<file path="src/rtl/alu_exec_stage.sv">
// ============================================================================
// Module   : alu_exec_stage
// Purpose  : Execute stage with single-cycle ALU ops, registered result and
//            Z/N/C/V flags, write-back into the A/B registers, and an optional
//            WIDTH-step shift-add multiply enabled by the ALU_MUL_EN macro.
// Revision : 1.0 - initial release
// ============================================================================
`default_nettype none

module alu_exec_stage #(
    parameter int WIDTH = 8
) (
    input  logic             clk,
    input  logic             rst,
    input  logic [WIDTH-1:0] a_in,
    input  logic [WIDTH-1:0] b_in,
    input  logic [3:0]       alu_op,
    input  logic             start,
    input  logic             load_a,
    input  logic             load_b,
    output logic [WIDTH-1:0] alu_out,
    output logic [WIDTH-1:0] reg_a,
    output logic [WIDTH-1:0] reg_b,
    output logic             flag_z,
    output logic             flag_n,
    output logic             flag_c,
    output logic             flag_v,
    output logic             busy,
    output logic             done
);
    localparam logic [3:0] C_OP_ADD  = 4'd0;
    localparam logic [3:0] C_OP_SUB  = 4'd1;
    localparam logic [3:0] C_OP_AND  = 4'd2;
    localparam logic [3:0] C_OP_OR   = 4'd3;
    localparam logic [3:0] C_OP_XOR  = 4'd4;
    localparam logic [3:0] C_OP_NOT  = 4'd5;
    localparam logic [3:0] C_OP_SHL  = 4'd6;
    localparam logic [3:0] C_OP_SHR  = 4'd7;
    localparam logic [3:0] C_OP_PASS = 4'd8;
    localparam int         C_MSB     = WIDTH - 1;

    logic [WIDTH:0]   w_sum;
    logic [WIDTH:0]   w_diff;
    logic [WIDTH-1:0] w_sc_res;
    logic             w_sc_c;
    logic             w_sc_v;
    logic             w_sc_valid;
    logic             w_busy;
    logic             w_accept;
    logic             w_mul_start;
    logic             w_mul_last;
    logic [WIDTH-1:0] w_mul_res;
    logic             w_mul_c;
    logic             w_mul_ld_a;
    logic             w_mul_ld_b;

    logic [WIDTH-1:0] r_alu_out_q, w_alu_out_d;
    logic [WIDTH-1:0] r_reg_a_q,   w_reg_a_d;
    logic [WIDTH-1:0] r_reg_b_q,   w_reg_b_d;
    logic             r_flag_z_q,  w_flag_z_d;
    logic             r_flag_n_q,  w_flag_n_d;
    logic             r_flag_c_q,  w_flag_c_d;
    logic             r_flag_v_q,  w_flag_v_d;
    logic             r_done_q,    w_done_d;

    logic             w_commit;
    logic [WIDTH-1:0] w_res;
    logic             w_c;
    logic             w_v;
    logic             w_wr_a;
    logic             w_wr_b;

    assign w_sum  = {1'b0, a_in} + {1'b0, b_in};
    assign w_diff = {1'b0, a_in} - {1'b0, b_in};

    // Single-cycle ALU; ops outside 0..8 report invalid and leave state alone
    always_comb begin
        w_sc_res   = '0;
        w_sc_c     = 1'b0;
        w_sc_v     = 1'b0;
        w_sc_valid = 1'b1;
        case (alu_op)
            C_OP_ADD: begin
                w_sc_res = w_sum[WIDTH-1:0];
                w_sc_c   = w_sum[WIDTH];
                w_sc_v   = (a_in[C_MSB] == b_in[C_MSB]) && (w_sum[C_MSB] != a_in[C_MSB]);
            end
            C_OP_SUB: begin
                w_sc_res = w_diff[WIDTH-1:0];
                w_sc_c   = w_diff[WIDTH];
                w_sc_v   = (a_in[C_MSB] != b_in[C_MSB]) && (w_diff[C_MSB] != a_in[C_MSB]);
            end
            C_OP_AND:  w_sc_res = a_in & b_in;
            C_OP_OR:   w_sc_res = a_in | b_in;
            C_OP_XOR:  w_sc_res = a_in ^ b_in;
            C_OP_NOT:  w_sc_res = ~a_in;
            C_OP_SHL: begin
                w_sc_res = {a_in[WIDTH-2:0], 1'b0};
                w_sc_c   = a_in[C_MSB];
            end
            C_OP_SHR: begin
                w_sc_res = {1'b0, a_in[WIDTH-1:1]};
                w_sc_c   = a_in[0];
            end
            C_OP_PASS: w_sc_res = b_in;
            default:   w_sc_valid = 1'b0;
        endcase
    end

    assign w_accept = start & ~w_busy;

`ifdef ALU_MUL_EN
    localparam logic [3:0] C_OP_MUL = 4'd9;
    localparam logic       C_S_IDLE = 1'b0;
    localparam logic       C_S_MUL  = 1'b1;
    localparam int         C_CW     = (WIDTH > 2) ? $clog2(WIDTH) : 1;

    logic                 r_state_q,  w_state_d;
    logic [C_CW-1:0]      r_cnt_q,    w_cnt_d;
    logic [2*WIDTH-1:0]   r_acc_q,    w_acc_d;
    logic [2*WIDTH-1:0]   r_mcand_q,  w_mcand_d;
    logic [WIDTH-1:0]     r_mplier_q, w_mplier_d;
    logic                 r_ld_a_q,   w_ld_a_d;
    logic                 r_ld_b_q,   w_ld_b_d;
    logic [2*WIDTH-1:0]   w_acc_step;

    assign w_mul_start = w_accept && (alu_op == C_OP_MUL);

    always_ff @(posedge clk) begin
        if (rst) begin
            r_state_q <= C_S_IDLE;
        end else begin
            r_state_q <= w_state_d;
        end
    end

    always_comb begin
        w_state_d = r_state_q;
        case (r_state_q)
            C_S_IDLE: if (w_mul_start) w_state_d = C_S_MUL;
            C_S_MUL:  if (w_mul_last)  w_state_d = C_S_IDLE;
            default:  w_state_d = C_S_IDLE;
        endcase
    end

    always_comb begin
        w_busy     = (r_state_q == C_S_MUL);
        w_mul_last = w_busy && (r_cnt_q == C_CW'(WIDTH - 1));
    end

    // One shift-add step per cycle: multiplicand walks left, multiplier right
    assign w_acc_step = r_acc_q + (r_mplier_q[0] ? r_mcand_q : '0);
    assign w_mul_res  = w_acc_step[WIDTH-1:0];
    assign w_mul_c    = |w_acc_step[2*WIDTH-1:WIDTH];
    assign w_mul_ld_a = r_ld_a_q;
    assign w_mul_ld_b = r_ld_b_q;

    always_comb begin
        w_cnt_d    = r_cnt_q;
        w_acc_d    = r_acc_q;
        w_mcand_d  = r_mcand_q;
        w_mplier_d = r_mplier_q;
        w_ld_a_d   = r_ld_a_q;
        w_ld_b_d   = r_ld_b_q;
        if (w_mul_start) begin
            w_cnt_d    = '0;
            w_acc_d    = '0;
            w_mcand_d  = {{WIDTH{1'b0}}, a_in};
            w_mplier_d = b_in;
            w_ld_a_d   = load_a;
            w_ld_b_d   = load_b;
        end else if (w_busy) begin
            w_acc_d    = w_acc_step;
            w_mcand_d  = r_mcand_q << 1;
            w_mplier_d = r_mplier_q >> 1;
            w_cnt_d    = w_mul_last ? '0 : r_cnt_q + C_CW'(1);
        end
    end

    always_ff @(posedge clk) begin
        if (rst) begin
            r_cnt_q    <= '0;
            r_acc_q    <= '0;
            r_mcand_q  <= '0;
            r_mplier_q <= '0;
            r_ld_a_q   <= 1'b0;
            r_ld_b_q   <= 1'b0;
        end else begin
            r_cnt_q    <= w_cnt_d;
            r_acc_q    <= w_acc_d;
            r_mcand_q  <= w_mcand_d;
            r_mplier_q <= w_mplier_d;
            r_ld_a_q   <= w_ld_a_d;
            r_ld_b_q   <= w_ld_b_d;
        end
    end
`else
    assign w_busy      = 1'b0;
    assign w_mul_start = 1'b0;
    assign w_mul_last  = 1'b0;
    assign w_mul_res   = '0;
    assign w_mul_c     = 1'b0;
    assign w_mul_ld_a  = 1'b0;
    assign w_mul_ld_b  = 1'b0;
`endif

    // Commit: multiply completion, or an accepted single-cycle op / NOP
    always_comb begin
        w_alu_out_d = r_alu_out_q;
        w_reg_a_d   = r_reg_a_q;
        w_reg_b_d   = r_reg_b_q;
        w_flag_z_d  = r_flag_z_q;
        w_flag_n_d  = r_flag_n_q;
        w_flag_c_d  = r_flag_c_q;
        w_flag_v_d  = r_flag_v_q;
        w_done_d    = 1'b0;
        w_commit    = 1'b0;
        w_res       = w_sc_res;
        w_c         = w_sc_c;
        w_v         = w_sc_v;
        w_wr_a      = load_a;
        w_wr_b      = load_b;
        if (w_mul_last) begin
            w_commit = 1'b1;
            w_done_d = 1'b1;
            w_res    = w_mul_res;
            w_c      = w_mul_c;
            w_v      = 1'b0;
            w_wr_a   = w_mul_ld_a;
            w_wr_b   = w_mul_ld_b;
        end else if (w_accept && !w_mul_start) begin
            w_done_d = 1'b1;
            w_commit = w_sc_valid;
        end
        if (w_commit) begin
            w_alu_out_d = w_res;
            w_flag_z_d  = (w_res == '0);
            w_flag_n_d  = w_res[C_MSB];
            w_flag_c_d  = w_c;
            w_flag_v_d  = w_v;
            if (w_wr_a) w_reg_a_d = w_res;
            if (w_wr_b) w_reg_b_d = w_res;
        end
    end

    always_ff @(posedge clk) begin
        if (rst) begin
            r_alu_out_q <= '0;
            r_reg_a_q   <= '0;
            r_reg_b_q   <= '0;
            r_flag_z_q  <= 1'b0;
            r_flag_n_q  <= 1'b0;
            r_flag_c_q  <= 1'b0;
            r_flag_v_q  <= 1'b0;
            r_done_q    <= 1'b0;
        end else begin
            r_alu_out_q <= w_alu_out_d;
            r_reg_a_q   <= w_reg_a_d;
            r_reg_b_q   <= w_reg_b_d;
            r_flag_z_q  <= w_flag_z_d;
            r_flag_n_q  <= w_flag_n_d;
            r_flag_c_q  <= w_flag_c_d;
            r_flag_v_q  <= w_flag_v_d;
            r_done_q    <= w_done_d;
        end
    end

    assign alu_out = r_alu_out_q;
    assign reg_a   = r_reg_a_q;
    assign reg_b   = r_reg_b_q;
    assign flag_z  = r_flag_z_q;
    assign flag_n  = r_flag_n_q;
    assign flag_c  = r_flag_c_q;
    assign flag_v  = r_flag_v_q;
    assign busy    = w_busy;
    assign done    = r_done_q;

endmodule

`default_nettype wire
</file>
<file path="config.mk">
export PLATFORM = sky130hd
export DESIGN_NAME = alu_exec_stage
export DESIGN_NICKNAME = d
export VERILOG_FILES = /design/src/rtl/alu_exec_stage.sv
export SDC_FILE = /design/constraint.sdc
export NUM_CORES = 1
export LEC_CHECK = 0
export CORE_ASPECT_RATIO = 0.5
export CORE_MARGIN = 8
export CORE_UTILIZATION = 50
export DETAILED_ROUTE_END_ITERATION = 10
export GPL_ROUTABILITY_DRIVEN = 1
export PLACE_DENSITY = 0.77
export REMOVE_ABC_BUFFERS = 1
export SETUP_SLACK_MARGIN = 0.05
export SLEW_MARGIN = 20
export SYNTH_ARGS = -nofsm -noshare
export SYNTH_HDL_FRONTEND = slang
export SYNTH_SLANG_ARGS = --single-unit
</file>
<file path="constraint.sdc">
create_clock -name clk -period 2.75 [get_ports clk]
set_input_delay 0.4125 -clock clk [delete_from_list [all_inputs] [get_ports clk]]
set_output_delay 0.4125 -clock clk [all_outputs]
set_load 0.005 [all_outputs]
</file>
==> impl_metrics.ini <==
[die]
fp-row-count = 18
io_pins = 55
start_util = 0.512
dieArea_mm2 = 0.00763
core_area_mm2 = 0.00486
die_h_um = 65.9
fp.dieW_um = 116

[timing]
setup_viol_count_final = 0
clock.fmax_mhz = 375
maxSlewHeadroom = 0.636
fin_setup_tns_ps = 0
finalHoldViolCount = 0
period_share = 0.969
slew_violations = 0
min_period_ps = 2670
whs_ps = 478
tightest_slew_ps = 544
clock_skew_ps = 0

[synth]
synth_cell_types = 61
ys_seq_area_frac = 0.225
yosysTopAreaCell = dfxtp_1
synth_cells = 313
synth_ff_type = dfxtp_1
avgSynthCellArea_um2 = 7.96
synth_edf_count = 0
synth_top_area_share = 0.225
syn_area_mm2 = 0.00249
synth_area_leaders = dfxtp_1 (23%), ha_1 (12%), a211oi_1 (7.8%), nor2_1 (6.2%), mux2i_1 (4.0%)
yosys_warnings = 0
synth-seq-cells = 28
async_reset_ff_frac = 0

[setup_path]
path_class = primary input to flip-flop
crit_required_ps = 2920
crit_path_end_kind = flip-flop
path_cells = clkdlybuf4s50_1 > inv_1 > ha_1 > fa_2 > nor2_2 > o311a_1 > o21bai_1 > and2_1 > o221a_2 > o21a_2 > a41o_1
crit_arrival_ps = 2840
worstPathMaxFanout = 4
crit_path_max_incr_delay_ps = 490
start_kind = primary input
r2r_setup_slack_ps = 2000
slowest_stage = clkdlybuf4s50_1

[pwr]
ir_drop_mv = 0.215
clock_power_share = 0.238
p_int_uw = 907
combPwrFrac = 0.424
p_leak_uw = 0.00156
powerDensity_mw_per_mm2 = 359
power_switching_uw = 406
seq_power_share = 0.338
swShare = 0.309

[final_layout]
area_growth_pct = 46.6
layout_common_cells = buf_4 (69), clkdlybuf4s50_1 (53), nor2_1 (39), dfxtp_1 (28)
multi_input_area_mm2 = 0.00178
drive_gt1_frac = 0.227
fill_cells = 359
layout_commonest_cell = buf_4
nNetsFinal = 471
num_antenna_cells = 0
seq_area_um2 = 561

[routing]
wl_per_cell_um = 17.5
postRouteAntennaNets = 0
drt-pass1-iter-count = 5
drt-total-wl_um = 8560
num_vias = 2806
dr.first_iter.drc_count = 296
routed_via_density = 5.74
drc = 0

[clock_tree]
cts_root_buffer = clkbuf_8
worstSkewPairLatency_ps = 260
clock_sinks = 28
htreeDepth = 1
cts_buffers = 3
ctsLongestPathBuffers = 2
cts_tree = built
clk_pin_slew_ps = 90

[job]
cap_violations = 0

[place]
portBuffers = 53
gp_congestion = 0.998
dp_hpwl_um = 6900

[run_status]
status = finished clean

[grt]
antenna_found_initial = 0
grt_start_max_net_pins = 25
grt-ovfl-total = 0
grt_pass1_vias = 2734
grt_pass1_wl_um = 13300
grt_use_total = 0.215

[worst_hold_path]
min_path_type = flip-flop to flip-flop
power groups by stage:
stage          Clock (uW)  Sequential (uW)  Combinational, uW
2_1_floorplan           0              454                236
3_3_place_gp            0              451                518
3_5_place_dp            0              453                531
4_1_cts               317              444                534
5_1_grt               334              447                594
6_report              313              444                556
routing by layer:
layer	share of wire	up-vias	track usage	wire (um)
met4	0.0090	0	0.0512	77
met1	0.44	1294	0.284	3780
met3	0.10	15	0.0364	853
met2	0.45	142	0.358	3840
li1	-	1355	-	-
met5	0	-	0	0
cells by family after synthesis:
family / count (synthesis) / share of synthesized area
buffers and inverters: 43 / 0.0794
muxes: 11 / 0.0492
AOI/OAI and AO/OA: 101 / 0.291
DFF: 28 / 0.225
adders and majority gates: 26 / 0.137
other: 1 / 0.00151
and+or+nand+nor: 98 / 0.200
xor gates and xnor gates: 5 / 0.0176
critical path, delay by kind of cell:
family	cells	cell delay (ps)
simple gates	2	310
buf+inv	2	560
compound gates	5	940
fa+ha+maj	2	610
cell usage after synthesis (all sizes together), types with 3 or more instances:
| cell type | count |
|---|---|
| o22ai | 6 |
| o211ai | 4 |
| nand3 | 5 |
| nor3 | 5 |
| and2 | 5 |
| a21oi | 16 |
| o31ai | 5 |
| nand2 | 14 |
| a22oi | 3 |
| nor2 | 42 |
| mux2i | 10 |
| o21ai | 12 |
| ha | 24 |
| a31oi | 4 |
| inv | 22 |
| buf | 17 |
| nand2b | 8 |
| and2b | 3 |
| a221oi | 3 |
| a211oi | 27 |
| dfxtp | 28 |
| xnor2 | 5 |
| clkbuf | 4 |
registers in the layout, indices dropped and copies added (netlist names):
name and cells:
alu_out 8, reg_a 8, reg_b 8, done 1, flag_c 1, flag_v 1, flag_z 1
per-stage QoR:
| step | util | setup WS, ps | instances | total power (uW) | cell area (um^2) |
|---|---|---|---|---|---|
| after detailed placement | 0.726 | -206 | 485 | 984 | 3530 |
| after floorplan | - | 284 | 292 | 690 | 2380 |
| final | 0.751 | 84.3 | 489 | 1310 | 3650 |
| after CTS | 0.741 | 90.7 | 489 | 1290 | 3600 |
| after global routing | 0.751 | -5.41 | 489 | 1380 | 3650 |
| after global placement | 0.726 | -137 | 485 | 969 | 3530 |
layout make-up:
cell class	count	share of cell area
clock buffers	3	0.0113
clock inverters	1	0.00822
inverters	22	0.0226
multi-input cells	242	0.488
flip-flops and latches	28	0.154
well taps	70	0.0240
repair buffers	123	0.293
worst paths after layout:
check	start	end	depth (start not counted)
setup / recovery	a_in[0]	flag_z	11
hold / removal	flag_v	flag_v	2
setup reg to reg	reg_b[2]	reg_b[2]	2
hold reg to reg	flag_v	flag_v	2
repair_timing:
action,in CTS,in global routing
resized for setup,0,12
hold buffers,0,0
setup endpoints to repair,0,7
buffers inserted,0,0
Power figures use the tool's default switching activity.
